$ cat src/rtl/memory_loader_pkg.sv
`default_nettype none
// ============================================================================
//  Module      : memory_loader_pkg
//  Description : Shared types and constants for the memory loader.
//  Revision    : 1.0 - initial release
// ============================================================================
package memory_loader_pkg;

    // Loader FSM states
    typedef enum logic [2:0] {
        ST_IDLE = 3'd0,
        ST_LEN  = 3'd1,
        ST_DATA = 3'd2,
        ST_CSUM = 3'd3,
        ST_DONE = 3'd4
    } state_t;

    // Bytes assembled into one memory word (little-endian)
    localparam int BYTES_PER_WORD = 4;
    localparam int WORD_BITS      = BYTES_PER_WORD * 8;
    localparam int LANE_WIDTH     = $clog2(BYTES_PER_WORD);

    // Width of the word-count header field
    localparam int LEN_WIDTH      = 16;

endpackage
`default_nettype wire

$ cat src/rtl/memory_loader_byte_packer.sv
`default_nettype none
// ============================================================================
//  Module      : memory_loader_byte_packer
//  Description : Assembles a little-endian word from accepted stream bytes and
//                flags the byte that completes it.
//  Revision    : 1.0 - initial release
// ============================================================================
module memory_loader_byte_packer
    import memory_loader_pkg::*;
(
    input  logic                 clk,
    input  logic                 rst_n,
    input  logic                 clear,
    input  logic                 byte_en,
    input  logic [7:0]           byte_in,
    output logic                 word_valid,
    output logic [WORD_BITS-1:0] word
);

    localparam logic [LANE_WIDTH-1:0] c_last_lane = LANE_WIDTH'(BYTES_PER_WORD - 1);

    logic [LANE_WIDTH-1:0] lane_q, lane_d;
    logic [WORD_BITS-1:0]  shift_q, shift_d;

    // Lane counter and assembly register update
    always_comb begin
        lane_d  = lane_q;
        shift_d = shift_q;
        if (clear) begin
            lane_d  = '0;
            shift_d = '0;
        end else if (byte_en) begin
            shift_d[{lane_q, 3'b000} +: 8] = byte_in;
            lane_d                         = lane_q + 1'b1;
        end
    end

    // Completed word: lower lanes from the register, top lane straight from the stream
    always_comb begin
        word_valid = byte_en && !clear && (lane_q == c_last_lane);
        word       = {byte_in, shift_q[WORD_BITS-9:0]};
    end

    // State registers
    always_ff @(posedge clk) begin
        if (!rst_n) begin
            lane_q  <= '0;
            shift_q <= '0;
        end else begin
            lane_q  <= lane_d;
            shift_q <= shift_d;
        end
    end

endmodule
`default_nettype wire

$ cat src/rtl/memory_loader.sv
`default_nettype none
// ============================================================================
//  Module      : memory_loader
//  Description : Boot/debug loader. Receives a framed byte stream (length,
//                data words, XOR checksum) and writes sequential words to
//                data memory from address 0, stalling the pipeline meanwhile.
//  Revision    : 1.0 - initial release
// ============================================================================
module memory_loader
    import memory_loader_pkg::*;
#(
    parameter int ADDR_SIZE = 10,
    parameter int WORD_SIZE = 32
)
(
    input  logic                 clk,
    input  logic                 rst_n,
    input  logic                 start,
    input  logic [7:0]           rx_data,
    input  logic                 rx_valid,
    output logic                 rx_ready,
    output logic                 wr_en,
    output logic [ADDR_SIZE-1:0] wr_addr,
    output logic [WORD_SIZE-1:0] wr_data,
    output logic                 busy,
    output logic                 done,
    output logic                 err
);

    // Word counter is one bit wider than the address so a full-depth load
    // can be counted without the address ever wrapping.
    localparam int                  c_cnt_w     = ADDR_SIZE + 1;
    localparam logic [LEN_WIDTH:0]  c_max_words = (LEN_WIDTH + 1)'(2 ** ADDR_SIZE);

    state_t                 state_q, state_d;
    logic                   byte_cnt_q, byte_cnt_d;
    logic [c_cnt_w-1:0]     word_cnt_q, word_cnt_d;
    logic [LEN_WIDTH-1:0]   len_q, len_d;
    logic [7:0]             acc_q, acc_d;
    logic                   err_q, err_d;
    logic                   wr_en_q, wr_en_d;
    logic [ADDR_SIZE-1:0]   wr_addr_q, wr_addr_d;
    logic [WORD_SIZE-1:0]   wr_data_q, wr_data_d;

    logic                   w_accept;
    logic                   w_word_valid;
    logic [WORD_BITS-1:0]   w_word;
    logic [LEN_WIDTH-1:0]   w_len_next;
    logic                   w_last_word;

    // Handshake decoded from state only
    always_comb begin
        rx_ready    = (state_q == ST_LEN) || (state_q == ST_DATA) || (state_q == ST_CSUM);
        w_accept    = rx_ready && rx_valid;
        w_len_next  = {rx_data, len_q[7:0]};
        w_last_word = ({{(LEN_WIDTH - c_cnt_w){1'b0}}, word_cnt_q} == (len_q - LEN_WIDTH'(1)));
    end

    memory_loader_byte_packer u_packer (
        .clk        (clk),
        .rst_n      (rst_n),
        .clear      (state_q == ST_IDLE),
        .byte_en    (w_accept && (state_q == ST_DATA)),
        .byte_in    (rx_data),
        .word_valid (w_word_valid),
        .word       (w_word)
    );

    // Next-state, counters, checksum and write-port logic
    always_comb begin
        state_d    = state_q;
        byte_cnt_d = byte_cnt_q;
        word_cnt_d = word_cnt_q;
        len_d      = len_q;
        acc_d      = acc_q;
        err_d      = err_q;
        wr_en_d    = 1'b0;
        wr_addr_d  = wr_addr_q;
        wr_data_d  = wr_data_q;

        case (state_q)
            ST_IDLE: begin
                if (start) begin
                    byte_cnt_d = 1'b0;
                    word_cnt_d = '0;
                    acc_d      = '0;
                    err_d      = 1'b0;
                    state_d    = ST_LEN;
                end
            end
            ST_LEN: begin
                if (w_accept) begin
                    acc_d = acc_q ^ rx_data;
                    if (!byte_cnt_q) begin
                        len_d[7:0] = rx_data;
                        byte_cnt_d = 1'b1;
                    end else begin
                        len_d      = w_len_next;
                        byte_cnt_d = 1'b0;
                        if ({1'b0, w_len_next} > c_max_words) begin
                            err_d   = 1'b1;
                            state_d = ST_DONE;
                        end else if (w_len_next == '0) begin
                            state_d = ST_CSUM;
                        end else begin
                            state_d = ST_DATA;
                        end
                    end
                end
            end
            ST_DATA: begin
                if (w_accept) begin
                    acc_d = acc_q ^ rx_data;
                end
                if (w_word_valid) begin
                    wr_en_d    = 1'b1;
                    wr_addr_d  = word_cnt_q[ADDR_SIZE-1:0];
                    wr_data_d  = w_word;
                    word_cnt_d = word_cnt_q + 1'b1;
                    if (w_last_word) begin
                        state_d = ST_CSUM;
                    end
                end
            end
            ST_CSUM: begin
                if (w_accept) begin
                    acc_d = acc_q ^ rx_data;
                    if ((acc_q ^ rx_data) != 8'h00) begin
                        err_d = 1'b1;
                    end
                    state_d = ST_DONE;
                end
            end
            ST_DONE: begin
                state_d = ST_IDLE;
            end
            default: begin
                state_d = ST_IDLE;
            end
        endcase
    end

    // State and datapath registers
    always_ff @(posedge clk) begin
        if (!rst_n) begin
            state_q    <= ST_IDLE;
            byte_cnt_q <= 1'b0;
            word_cnt_q <= '0;
            len_q      <= '0;
            acc_q      <= '0;
            err_q      <= 1'b0;
            wr_en_q    <= 1'b0;
            wr_addr_q  <= '0;
            wr_data_q  <= '0;
        end else begin
            state_q    <= state_d;
            byte_cnt_q <= byte_cnt_d;
            word_cnt_q <= word_cnt_d;
            len_q      <= len_d;
            acc_q      <= acc_d;
            err_q      <= err_d;
            wr_en_q    <= wr_en_d;
            wr_addr_q  <= wr_addr_d;
            wr_data_q  <= wr_data_d;
        end
    end

    // Status outputs decoded from registered state
    always_comb begin
        wr_en   = wr_en_q;
        wr_addr = wr_addr_q;
        wr_data = wr_data_q;
        busy    = (state_q != ST_IDLE);
        done    = (state_q == ST_DONE);
        err     = err_q;
    end

endmodule
`default_nettype wire
$ cat config.mk
export PLATFORM = sky130hd
export DESIGN_NAME = memory_loader
export DESIGN_NICKNAME = d
export VERILOG_FILES = /design/src/rtl/memory_loader_pkg.sv /design/src/rtl/memory_loader_byte_packer.sv /design/src/rtl/memory_loader.sv
export SDC_FILE = /design/constraint.sdc
export NUM_CORES = 1
export LEC_CHECK = 0
export ABC_AREA = 1
export CELL_PAD_IN_SITES_DETAIL_PLACEMENT = 1
export CELL_PAD_IN_SITES_GLOBAL_PLACEMENT = 1
export CORE_ASPECT_RATIO = 0.8
export CORE_UTILIZATION = 43
export DETAILED_ROUTE_END_ITERATION = 16
export HOLD_SLACK_MARGIN = 0.12
export PLACE_DENSITY = 0.91
export RECOVER_POWER = 100
export SLEW_MARGIN = 20
export SYNTH_ARGS = -nofsm -noshare
export SYNTH_HDL_FRONTEND = slang
export SYNTH_SLANG_ARGS = --single-unit
export TNS_END_PERCENT = 5
$ cat constraint.sdc
create_clock -name clk -period 3.8 [get_ports clk]
set_clock_uncertainty 0.05 [all_clocks]
set_input_delay 0.95 -clock clk [delete_from_list [all_inputs] [get_ports clk]]
set_output_delay 0.95 -clock clk [all_outputs]
set_load 0.02 [all_outputs]
==> After elaboration in Yosys (flattened, before gate mapping) <==
Cells that the tools add are included.
{ "word_totals": {"reg_bits": 117, "output_inout_bits": 47, "word_cells": 90, "in_bits": 12} }
{ "classes": {"addsub": 4, "n_reduce_logical": 26, "shifts": 2, "n_mux": 27, "magnitude_cmp": 1, "n_bitwise": 3, "n_eq_ne": 15} }
{ "ops": {"columns": ["cell", "n"], "rows": [
  ["bitwise mux 32 bit", 1],
  ["variable shift 8 x 7 -> 32 bit, first input constant", 1],
  ["indexed part select 8 x 7 -> 32 bit", 1],
  ["2-to-1 mux 11 bit", 2],
  ["case mux 11 bit (2 select lines)", 1],
  ["2-to-1 mux 3 bit", 7],
  ["== test 11 x 16 -> 1 bit", 1],
  ["> comparator 16 x 11 -> 1 bit, second input constant", 1],
  ["zero test 16 bit", 1],
  ["2-to-1 mux 8 bit", 2],
  ["case mux 8 bit (2 select lines)", 1],
  ["subtractor 16 x 1 -> 16 bit, second input constant", 1],
  ["AND reduction 3 bit", 5],
  ["case mux 3 bit (4 select lines)", 1],
  ["adder 11 x 1 -> 11 bit, second input constant", 1],
  ["2-to-1 mux 1 bit", 10],
  ["inequality test 2 bit, second input constant", 5],
  ["inequality test 2 x 1 -> 1 bit, second input constant", 4],
  ["nonzero test 8 bit", 1],
  ["bitwise XOR 8 bit", 1],
  ["negator 5 -> 7 bit", 1],
  ["AND reduction 7 bit", 1],
  ["== test 3 x 2 -> 1 bit, second input constant", 2],
  ["AND reduction 6 bit", 1],
  ["other kinds (16)", 25]
]} }

==> Longest topological paths before layout <==
Gate-level depths: netlist of run 1.
{ "logic_depth": {"word_depth": 9, "mapped_depth": 16, "mapped_depth_nobuf": 16} }

==> By module <==
From an unflattened synthesis of run 1, not the netlist that was laid out.
{ "hier_totals": {"hier_cells": 714, "area_unflattened_um2": 5128.7} }
{ "by_module_without_submodules": {"columns": ["module", "cells_per_inst", "area_per_inst_um2", "seq_area_each_um2", "n_inst"], "rows": [
  ["memory_loader", 534, 3863.7, 1661.6, 1],
  ["memory_loader_byte_packer", 180, 1265.0, 520.5, 1]
]} }

==> Worst setup path before layout of run 1 <==
OpenSTA, ideal clock, no wires.
{ "synth_timing": {"kind": "input to register", "start": "input rx_valid", "end": "register word_cnt_q[9]", "cell_stages": 11, "t_required_ns": 3.630, "path_buffers": 0, "arrival_ns": 1.891, "slack_ns": 1.739, "setup_time_ns": 0.120, "path_cell_list": "inv_1 > nor2_8 > nand2_4 > nand2_4 > nand2_2 > nor2_4 > nand2_2 > nor2_4 > nand2_1 > o21ai_1 > a21oi_1"} }
{ "synth_via": {"elab_chain_len": 6} }
{ "synth_lines": {"columns": ["item", "line", "text"], "rows": [
  ["from (decl)", "memory_loader.sv:20", "input logic rx_valid,"],
  ["logical AND 1 bit", "memory_loader.sv:54", "w_accept = rx_ready && rx_valid;"],
  ["logical AND 1 bit", "memory_loader.sv:63", ".byte_en (w_accept && (state_q == ST_DATA)),"],
  ["logical AND 1 bit (2 in a row)", "memory_loader_byte_packer.sv:40", "word_valid = byte_en && !clear && (lane_q == c_last_lane);"],
  ["inequality test 2 x 1 -> 1 bit (no line)", null, null],
  ["AND reduction 3 bit (no line)", null, null],
  ["to (signal assigned)", "memory_loader.sv:158", "word_cnt_q <= word_cnt_d;"],
  ["to (decl)", "memory_loader.sv:37", "logic [c_cnt_w-1:0] word_cnt_q, word_cnt_d;"]
]} }
No other way between the ends.
A chain may end at the register's enable or synchronous reset.

==> Final worst setup path of run 1 <==
{ "layout_timing": {"start": "register state_q[2]", "end": "output rx_ready"} }
{ "layout_via": {"elab_chain_len": 3, "elab_cells_between_ends": 5, "classes_between": "3 x eq/ne; 2 x reduce/logical"} }
{ "layout_lines": {"columns": ["item", "line", "text"], "rows": [
  ["from (decl)", "memory_loader.sv:35", "state_t state_q, state_d;"],
  ["from (signal assigned)", "memory_loader.sv:156", "state_q <= state_d;"],
  ["== test 3 x 1 -> 1 bit / == test 3 x 2 -> 1 bit (equally long branches)", "memory_loader.sv:53", "rx_ready = (state_q == ST_LEN) || (state_q == ST_DATA) || (state_q == ST_CSUM);"],
  ["logical OR 1 bit", "memory_loader.sv:53", null],
  ["logical OR 1 bit *", "memory_loader.sv:53", null],
  ["to (decl)", "memory_loader.sv:21", "output logic rx_ready,"]
]} }
Every way passes the cells marked *; elsewhere a longest branch is shown, timed or not.

==> results of run 1 <==
==> cells in the mapped netlist <==
cell,number
nor2_1,143
dfxtp_1,109
a21oi_1,103
nand2_1,83
inv_1,72
o21ai_0,49
nand3_1,20
clkbuf_1,16
xor2_1,12
buf_2,11
nor3_1,10
ha_1,8
nor2_2,8
xnor2_1,7
a211oi_1,5
nand2_2,5
o21ai_1,5
nor2_4,3
nor3b_1,3
a31oi_1,2
inv_2,2
nand2_4,2
nand3b_1,2
nand4_1,2
nor4_1,2
and2_1,1
buf_4,1
nand2b_1,1
nand4_4,1
nor2_8,1
nor3_2,1
or2_2,1
==> area by class of cell <==
cell class	instances	area, µm²	share of cell area (%)
clock buffer	13	260	4.47
clock inverter	1	7.51	0.129
inverter	74	278	4.77
multi-input combinational	480	2320	39.8
sequential	109	2180	37.4
tap	144	180	3.09
timing repair buffer	62	602	10.3
==> through the flow <==
step,total power [mW],hold WS (ns),setup WS [ns]
6_report,3.18,0.416,0.528
4_1_cts,3.21,0.413,0.721
3_3_place_gp,2.23,0.397,0.773
5_1_grt,3.35,0.437,0.440
2_1_floorplan,2.02,0.379,1.74
3_5_place_dp,2.32,0.400,0.681
==> metal layers <==
| layer | wire length [µm] | global-route usage, % | vias up |
|---|---|---|---|
| li1 | - | - | 2307 |
| met1 | 6720 | 33.5 | 2277 |
| met2 | 7450 | 45.5 | 142 |
| met3 | 742 | 5.02 | 36 |
| met4 | 380 | 11.4 | 0 |
| met5 | 0 | 0 | - |
==> how the worst max path moves through the flow <==
stage / startpoint / to
2_1_floorplan: rx_valid / word_cnt_q[9]
3_3_place_gp: rx_valid / word_cnt_q[9]
3_5_place_dp: rx_valid / word_cnt_q[9]
4_1_cts: state_q[2] / rx_ready
5_1_grt: state_q[2] / rx_ready
6_report: state_q[2] / rx_ready
==> critical path, stage by stage (launching register included) <==
cell and delay, ns:
dfxtp_1 0.34, nor2_1 0.21, nand2_1 0.24, nand2_1 0.39
dlygate4sd3_1 0.74
==> state kept, by name, summed over array words and instances (netlist names) <==
name and count:
acc_q 8, byte_cnt_q 1, err 1, len_q 16, state_q 3, u_packer.lane_q 2
u_packer.shift_q 24, word_cnt_q 11, wr_addr 10, wr_data 32, wr_en 1
==> where the power goes <==
group / leakage [nW] / internal, mW / switching [mW] / total, mW
logic: 1.39 / 0.299 / 0.701 / 1.00
registers: 0.880 / 1.22 / 0.0724 / 1.29
clock network: 0.128 / 0.475 / 0.413 / 0.888
==> cell families (layout without fill, tap and decap cells) <==
group	after synthesis	in the layout	share of synthesized area (%)
AO/OA/AOI/OAI	164	164	16.9
AND/OR/NAND/NOR	289	289	25.6
XOR/XNOR	19	19	3.36
flip-flops	109	109	44.1
adder cells (fa/ha/maj)	8	8	2.02
buffers and inverters	102	150	8.08
==> impl_results.md, run 1 <==
- Final Cycle Share: 86.1%
- Gr ovfl total: 0
- CTS sink count: 109
- Kind of start point of the critical path: register
- CTS root buf: clkbuf_16
- Finished Layout Cells: 883
- Max-slew violation count: 0
- Core area: 11,100 µm²
- Buffers added on ports: 58
- Power density cells: 546 nW/µm²
- Die area: 12,000 µm²
- Nets: 756
- Via Count: 4,762
- Setup tns final: 0 ns
- Syn Std Cell Area: 4950 µm²
- Chip width: 122 µm
- Clk slew on worst S/H paths: 0.07 ns
- FF-to-FF path depth: 8
- Final ANT Viol Nets: 0
- Syn Area/Cell: 7.17 µm²
- Yosys reg bits: 109
- Layout cells sized above 1: 3.92%
- Slew @ Worst Pin: 1.02 ns
- WL/cell: 17.3 µm
- Status: completed
- Fill cells: 1,431
- Initial antenna violation count: 0
- IO Pins: 59
- Worst-Skew Late Latency: 0.35 ns
- Top post-synthesis cells by area: dfxtp_1 (44%), nor2_1 (11%), a21oi_1 (10%)
- Relative slew slack: 31.8%
- Critical Path AT: 2.27 ns
- Critical path class: register to primary output
- Final wirelength: 15,300 µm
- CP Max Fanout: 11
- Min-Delay Path Class: register to register
- RR Endpoint: len_q[0]
- Final Instance Area: 5830 µm²
- Tot GR Track Use: 27.0%
- HP Start: u_packer.shift_q[11]
- Final setup viols: 0
- Routability congestion estimate: 0.902
- Initial drt markers: 235
- Commonest non-fill, non-tap cells in the layout: nor2_1 (148), dfxtp_1 (109), a21oi_1 (103), nand2_1 (87), inv_1 (72)
- Min-Delay Path Depth: 2
- Initial Util: 44.8%
- Setup repair bufs after CTS: 0
- Top cell type's share of synthesized area: 44.1%
- Placed cells: 869
- Final hold violations: 0
- H-tree levels: 3
- CTS tree: built
- Die Height: 98 µm
- Syn Inst Count: 691
- Vias in the first global route: 5,063
- Leakage: 2.40 nW
- Reg2Reg Setup Slack: 1.12 ns
- WP data required: 2.80 ns
- Commonest non-fill, non-tap cell in the layout: nor2_1
- Register area share after synthesis: 44.1%
- ANT cells: 0
- TritonRoute pass-1 iters: 4
- # rows: 34
- Post-synthesis cell type count: 32
- Remaining DRCs: 0
- Fin util: 52.7%
- Maximum vdd ir drop: 0.000352 V
- Mapped Nets: 711
- Max_cap viols: 0
- Endpoint, Worst Hold: u_packer.shift_q[11]
- Vias per cell: 5.39
- Global-route wire length before repair: 25,100 µm
- Minimum clock period: 3.27 ns
- Area Growth Syn to Fin: 17.7%
- Yosys Warn Count: 0
- RSZ-0062 raised after global routing: false
- Max clock buf depth: 2
- Largest net degree at the start of global routing: 48
- Worst setup EP type: primary output
- Top cell type by total area after synthesis: dfxtp_1
- CTS Buf Count: 9
- R2r startpoint: state_q[2]
- Placed inst area: 5620 µm²
- Max Freq: 0.306 GHz
- Cts repair resizes: 0
- Hold Buf Count CTS: 0
- Hpwl dp: 11,000 µm
No activity file was read; power rests on OpenSTA's default activity.
==> inputs of run 2 (changes only) <==
==> constraint.sdc (replaced) <==
create_clock -name clk -period 3.9 [get_ports clk]
set_clock_uncertainty 0.05 [all_clocks]
set_input_delay 0.975 -clock clk [delete_from_list [all_inputs] [get_ports clk]]
set_output_delay 0.975 -clock clk [all_outputs]
set_load 0.02 [all_outputs]
==> run 2 against run 1 <==
  * Highest routed layer unchanged
  * Power decreased by 1.9%
  * Sequential share of layout area down 0.12 points
  * Non-clock buffer count did not move
  * Worst hold slack worse by 0.0035 ns
  * Core utilization is 0.17 points higher
  * Combinational power is 4% lower
  * Routed wire length is 3.5% lower
  * Cell area up 0.32%
  * Global-route usage is 1.0 points lower
  * Critical path depth unchanged
==> impl_results.md, run 2 (synthesis results as in run 1) <==
- Status: completed
- Final setup viols: 0
- RR Endpoint: word_cnt_q[9]
- WL/cell: 16.7 µm
- Cell count along the critical path: 4
- Nets: 756
- CTS root buf: clkbuf_16
- Cts repair resizes: 0
- Clock power frac: 29.0%
- Final hold violations: 0
- Initial Util: 44.8%
- Switch Pwr: 1.18 mW
- Min-Delay Path Class: register to register
- Final wirelength: 14,800 µm
- Routability congestion estimate: 0.936
- HP Start: u_packer.shift_q[7]
- Worst slack, placed: 0.644 ns
- Relative slew slack: 31.3%
- Comb power frac: 30.8%
- Number of flip-flops in the largest register: 32
- RSZ-0062 raised after global routing: false
- Critical Path AT: 2.28 ns
- Worst-Skew Late Latency: 0.36 ns
- Min-Delay Path Depth: 2
- Sw Ratio: 37.8%
- Max clock buf depth: 2
- Max_cap viols: 0
- Gr ovfl total: 0
- Most used cell, CP: nand2_1
- Minimum clock period: 3.31 ns
- Crit. Startpoint: state_q[2]
- Max-slew violation count: 0
- Via Count: 4,709
- Vias in the first global route: 4,885
- CTS sink count: 109
- Initial antenna violation count: 0
- Vias per cell: 5.32
- Final ANT Viol Nets: 0
- Tot GR Track Use: 26.0%
- Die area: 12,000 µm²
- Clk slew on worst S/H paths: 0.08 ns
- WP data required: 2.87 ns
- Critical path class: register to primary output
- Hpwl dp: 10,500 µm
- Die Height: 98 µm
- R2r startpoint: state_q[2]
- Setup repair bufs after CTS: 0
- FF-to-FF path depth: 12
- Top Family by Delay on Critical Path: simple AND/OR/NAND/NOR gates
- ANT cells: 0
- Final Cycle Share: 84.9%
- H-tree levels: 3
- CP Max Fanout: 11
- CTS Buf Count: 9
- Slew @ Worst Pin: 1.03 ns
- Slowest stage delay, CP: 0.73 ns
- Largest net degree at the start of global routing: 55
- Worst setup EP type: primary output
- Kind of start point of the critical path: register
- Area Growth Syn to Fin: 18.0%
- Termination of the worst setup path: rx_ready
- Commonest non-fill, non-tap cell in the layout: nor2_1
- Maximum vdd ir drop: 0.000300 V
- Hold Buf Count CTS: 0
- P_int: 1.94 mW
- Global-route wire length before repair: 24,100 µm
- IO Pins: 59
- Buffers & Inverters on Critical Path: 1
- Layout cells sized above 1: 4.32%
- Reg2Reg Setup Slack: 1.16 ns
- Setup tns final: 0 ns
- TritonRoute pass-1 iters: 5
- # rows: 34
- Core area: 11,100 µm²
- Reg power frac: 40.2%
- Slowest CP cell: dlygate4sd3_1
- Remaining DRCs: 0
- Max Freq: 0.302 GHz
- Setup ws final: 0.590 ns
- Chip width: 122 µm
- Buffers added on ports: 58
- Leakage: 2.41 nW
- CP Cell Sequence: nor2_1 > nand2_1 > nand2_1 > dlygate4sd3_1
- Initial drt markers: 187
- CTS tree: built
- Power density cells: 534 nW/µm²
- Commonest non-fill, non-tap cells in the layout: nor2_1 (149), dfxtp_1 (109), a21oi_1 (103), nand2_1 (87), inv_1 (72)
run 2: cell types whose count changed in the layout (fill, tap and decap cells not counted):
cell      change
inv_6         +2
nor2_4        -1
clkinv_4      +1
nor2_1        +1
o21ai_1       +1
o21ai_0       -1
clkinv_8      +1
clkbuf_1      -2
clkbuf_8      -1
clkinv_2      +1
run 2: final cells by class:
| cell class | instances | area, µm² |
|---|---|---|
| Clock buffer | 10 | 239 |
| Clock inverter | 6 | 55.1 |
| Tap cell | 144 | 180 |
| Inverter | 74 | 278 |
| Fill cell | 1405 | 5210 |
| Sequential cell | 109 | 2180 |
| Timing Repair Buffer | 62 | 602 |
| Multi-Input combinational cell | 480 | 2310 |
run 2: how the worst min path moves through the flow:
stage                      endpoint  slack [ns]
2_1_floorplan   u_packer.shift_q[1]        0.38
3_3_place_gp   u_packer.shift_q[14]        0.40
3_5_place_dp   u_packer.shift_q[11]        0.40
4_1_cts         u_packer.shift_q[7]        0.41
5_1_grt                 wr_data[26]        0.43
6_report        u_packer.shift_q[7]        0.41
run 2: metal layers:
layer  wire [µm]  GRT usage (%)
met5           0              0
met4         346           8.55
met3         630           5.96
met2        7080           44.3
met1        6700           32.0
run 2: worst reg2reg max path, stage by stage (launching register included):
cell and delay [ns]:
dfxtp_1 0.36, nor2_1 0.22, nand2_1 0.24, nor2_8 0.23, nand2_4 0.32, nand2_1 0.35, nand2_1 0.08, nor2_1 0.15
nand2_1 0.15, nor2_1 0.20, nand2_1 0.10, o21ai_1 0.13, a21oi_1 0.05
run 2: power by group through the flow:
stage / Combinational (mW) / Clock [mW] / Sequential, mW
after floorplan: 0.710 / 0 / 1.26
after CTS: 0.982 / 0.919 / 1.25
after global placement: 0.903 / 0 / 1.27
after detailed placement: 0.963 / 0 / 1.28
after global routing: 1.08 / 0.959 / 1.26
final: 0.961 / 0.905 / 1.25
run 2: per-stage QoR:
step                      area, µm²  std cells  hold slack (ns)  utilization (%)  power [mW]
after detailed placement       5620        869            0.399             50.8        2.24
after CTS                      5920        885            0.415             53.5        3.16
final                          5850        885            0.413             52.9        3.12
after global placement         5620        869            0.396             50.8        2.18
after global routing           5850        885            0.434             52.9        3.31
after floorplan                4950        691            0.379                -        1.97
==> inputs of run 3 (changes only) <==
--- a/config.mk
+++ b/config.mk
@@ -9,10 +9,10 @@
 export CELL_PAD_IN_SITES_DETAIL_PLACEMENT = 1
 export CELL_PAD_IN_SITES_GLOBAL_PLACEMENT = 1
 export CORE_ASPECT_RATIO = 0.8
-export CORE_UTILIZATION = 43
+export CORE_UTILIZATION = 36
 export DETAILED_ROUTE_END_ITERATION = 16
 export HOLD_SLACK_MARGIN = 0.12
-export PLACE_DENSITY = 0.91
+export PLACE_DENSITY = 0.82
 export RECOVER_POWER = 100
 export SLEW_MARGIN = 20
 export SYNTH_ARGS = -nofsm -noshare
==> constraint.sdc (replaced) <==
create_clock -name clk -period 2.7 [get_ports clk]
set_clock_uncertainty 0.05 [all_clocks]
set_input_delay 0.675 -clock clk [delete_from_list [all_inputs] [get_ports clk]]
set_output_delay 0.675 -clock clk [all_outputs]
set_load 0.02 [all_outputs]
==> run 3 against run 2 <==
  * Worst hold slack is essentially flat
  * Final cell count rose by 4.7%
  * Largest cell class unchanged
  * Sequential share of layout area down 1.1 points
  * Sequential power up 46%
  * Register-to-register slack worse by 0.80 ns
  * Routed wire length is 4.8% lower
  * Worst setup slack worse by 0.43 ns
  * Largest power group unchanged
  * Non-clock buffer count grew 11
  * Core utilization down 7.0 points
  * Clock-buffer cell count fell by 1
  * Cell area grew 3.1%
==> impl_results.md, run 3 (synthesis results as in run 1) <==
- ANT cells: 0
- Uppermost routed layer: met4
- Setup repair bufs after CTS: 0
- Status: completed
- CTS root buf: clkbuf_16
- Routability congestion estimate: 0.842
- Leakage: 2.48 nW
- Hold Worst Slack: 0.413 ns
- CTS sink count: 109
- Largest net degree at the start of global routing: 60
- Tot GR Track Use: 20.6%
- Buffers added on ports: 58
- Area Growth Syn to Fin: 21.7%
- Initial antenna violation count: 0
- Slowest stage delay, CP: 0.61 ns
- HP Start: wr_data[24]
- Worst setup EP type: primary output
- WP data required: 1.98 ns
- CTS tree: built
- Layout cells sized above 1: 5.85%
- Min-Delay Path Class: register to register
- Die Height: 107 µm
- H-tree levels: 3
- Hold Buf Count CTS: 0
- Slew @ Worst Pin: 0.786 ns
- Final Cycle Share: 94.0%
- Number of flip-flops in the largest register: 32
- Global-route wire length before repair: 23,200 µm
- CTS Buf Count: 9
- Relative slew slack: 47.6%
- Critical Path AT: 1.81 ns
- Critical path class: register to primary output
- Vias in the first global route: 4,667
- Setup tns final: 0 ns
- Max_cap viols: 0
- Commonest non-fill, non-tap cells in the layout: nor2_1 (146), dfxtp_1 (109), a21oi_1 (103), nand2_1 (87), inv_1 (73)
- Final wirelength: 14,000 µm
- Final setup viols: 0
- RSZ-0062 raised after global routing: false
- Remaining DRCs: 0
- Max Freq: 0.394 GHz
- Cts repair resizes: 0
- Slowest CP cell: clkdlybuf4s50_1
- Vias per cell: 4.93
- Power density cells: 767 nW/µm²
- WL/cell: 15.2 µm
- Final hold violations: 0
- Max clock buf depth: 2
- Commonest non-fill, non-tap cell in the layout: nor2_1
- Hpwl dp: 10,500 µm
- TritonRoute pass-1 iters: 4
- Maximum vdd ir drop: 0.000500 V
- Die area: 14,200 µm²
- R2r startpoint: state_q[0]
- # rows: 37
- Via Count: 4,568
- Minimum clock period: 2.54 ns
- Max-slew violation count: 0
- CP Max Fanout: 4
- Final ANT Viol Nets: 0
- Metal-1 WL: 6950 µm
- Fill cells: 1,680
- Clk slew on worst S/H paths: 0.08 ns
- Met2 WL post-DR: 6280 µm
- Core area: 13,100 µm²
- Initial Util: 37.7%
- Chip width: 133 µm
- Initial drt markers: 171
- IO Pins: 59
- Buffers & Inverters on Critical Path: 1
- Kind of start point of the critical path: register
- Crit. Startpoint: state_q[2]
- Nets: 767
- Gr ovfl total: 0
- CP Cell Sequence: nor2_2 > nand2_2 > nand2_1 > clkdlybuf4s50_1
- Worst-Skew Late Latency: 0.35 ns
- Metal3 WL: 598 µm
- Top Family by Delay on Critical Path: buffers and inverters
-- run 3: changes by cell type in the layout (fill, tap and decap cells not counted), sizes merged --
cell	before	now
bufinv	0	1
inv	76	75
buf	1	12
dlygate4sd3	50	48
clkinvlp	1	0
clkinv	3	5
clkbuf	13	12
clkdlybuf4s50	8	10
-- run 3: final cells by class --
class,instances,area (µm²),area share [%]
clock inverter,7,92.6,1.54
multi-input combinational,480,2340,38.8
clock buffer,9,225,3.73
tap,175,219,3.63
sequential,109,2180,36.2
timing repair buffer,73,696,11.5
inverter,74,278,4.61
-- run 3: metrics by stage --
| stage | total power, mW | setup WS [ns] | std cells | cell area, µm² | util, % |
|---|---|---|---|---|---|
| after floorplan | 2.85 | 0.914 | 691 | 4950 | - |
| after CTS | 4.67 | 0.150 | 927 | 6070 | 46.2 |
| final | 4.62 | 0.162 | 927 | 6030 | 45.9 |
| after detailed placement | 3.26 | 0.154 | 911 | 5760 | 43.8 |
| after global routing | 4.90 | 0.0737 | 927 | 6030 | 45.9 |
| after global placement | 3.19 | 0.240 | 911 | 5760 | 43.8 |
-- run 3: worst paths after layout --
| path | to | slack, ns | cells past startpoint |
|---|---|---|---|
| hold reg to reg | wr_data[24] | 0.41 | 2 |
| setup reg to reg | len_q[0] | 0.36 | 12 |
| setup / recovery | rx_ready | 0.16 | 4 |
| hold / removal | wr_data[24] | 0.41 | 2 |
-- run 3: report_power, final --
group,switching [mW],internal [mW],total (mW)
Sequential,0.0996,1.72,1.82
Combinational,0.955,0.454,1.41
Clock,0.657,0.743,1.40
-- run 3: worst min-delay path, cell delays in order, from the launching register on --
cell	delay, ns
dfxtp_1	0.31
nand2_1	0.06
a21oi_1	0.05
-- run 3: per-layer routing --
| metal | GRT usage (%) | up-vias |
|---|---|---|
| met2 | 33.8 | 81 |
| li1 | - | 2330 |
| met1 | 27.5 | 2143 |
| met5 | 0 | - |
| met3 | 4.07 | 14 |
| met4 | 6.01 | 0 |
==> RTL edit (flow settings as in run 3) <==
Change the parameter `ADDR_SIZE` from 10 to 9.
--- a/src/rtl/memory_loader.sv
+++ b/src/rtl/memory_loader.sv
@@ -10,5 +10,5 @@
     import memory_loader_pkg::*;
 #(
-    parameter int ADDR_SIZE = 10,
+    parameter int ADDR_SIZE = 9,
     parameter int WORD_SIZE = 32
 )
Ports: changed (resized wr_addr); port bits go from 59 to 58. The function was not compared with the original's and may differ.
==> RTL edit against run 3 <==
Synthesized area down 4.1%; design area down 3.6%; routed wire length down 0.73%; sequential cell count down 2; worst setup slack worse by 0.017 ns; total power down 4.0%; global-route usage up 0.84 points; largest cell class unchanged; count of clock-buffer cells in the layout unchanged.
==> RTL edit: results (changes against run 3) <==
detail_route.iter0.violations: 241  # +41%
first_pass_grt_wire_length_um: 22900  # -1.6%
yosys.area_share.adder_pct: 2.11  # +0.086 points
reg2reg_setup_slack_ns: 0.27  # -0.09 ns
area_of_placed_instances_um2: 5530  # -3.9%
totalWireLength_um: 13900  # -0.73%
status: "complete, no violations"
dp.cells: 864  # -5.2%
synthDistinctLibCells: 33  # +3.1%
worstSetupEndpoint: "done"
p_switching_mw: 1.61  # -6.0%
numPortBuffers: 57  # -1.7%
synthTopCellsByArea: "sky130_fd_sc_hd__dfxtp_1, sky130_fd_sc_hd__nand2_1, sky130_fd_sc_hd__a21oi_1"
tightestPinTransition_ns: 0.595  # -0.192 ns
grt_pass1_vias: 4571  # -2.1%
worst_hold_margin_ns: 0.413  # +0.000160 ns
maxClockFrequency_ghz: 0.391  # -0.68%
globalplace.congestion: 0.873  # +3.6%
seq_area_frac_synth_pct: 45.1  # +1.0 points
combinationalPowerShare_pct: 29.3  # -1.2 points
groute.usage.overall_pct: 21.5  # +0.84 points
pwr_density_cell_nw_per_um2: 763  # -0.42%
finalNonFillerCells: 880  # -5.1%
grt_start_max_net_pins: 56  # -6.7%
r2r.worst_path.cells: 10  # -2
powerSeq_mw: 1.78  # -2%
synth_nets: 666  # -6.3%
timing.rr.end: "len_q[10]"
cells_after_synthesis: 646  # -6.5%
fin_nets: 720  # -6.1%
final_layout_size_suffix_gt1_share_pct: 5.53  # -0.32 points
timing.hold.worst.start: "wr_data[14]"
static-leakage-power_nw: 2.38  # -4.0%
synth_top_cells_by_count: "sky130_fd_sc_hd__nand2_1, sky130_fd_sc_hd__dfxtp_1, sky130_fd_sc_hd__a21oi_1, sky130_fd_sc_hd__nor2_1, sky130_fd_sc_hd__inv_1"
[RTL edit: changes by cell type in the layout (fill, tap and decap cells not counted), sizes merged, moves of 4 or more]
| cell | before | now |
|---|---|---|
| nor2 | 155 | 58 |
| nand2 | 90 | 168 |
| inv | 75 | 52 |
| or3 | 0 | 16 |
| o21ai | 54 | 45 |
| nand3 | 20 | 15 |
| a211oi | 5 | 1 |
| buf | 12 | 8 |
| dlygate4sd3 | 48 | 44 |
| nor3 | 11 | 15 |
[RTL edit: layout make-up]
cell class / count / area (µm²)
clock buffers: 9 / 225
inverters: 49 / 184
well taps: 175 / 219
clock inverters: 7 / 82.6
fillers: 1641 / 7050
flip-flops and latches: 107 / 2140
repair buffers: 67 / 644
multi-input cells: 466 / 2320
[RTL edit: per-layer routing]
metal  wire length (µm)  GRT usage (%)
met1               6670           28.7
met2               6550           35.6
met3                562           4.05
met4                168           4.84
met5                  0              0
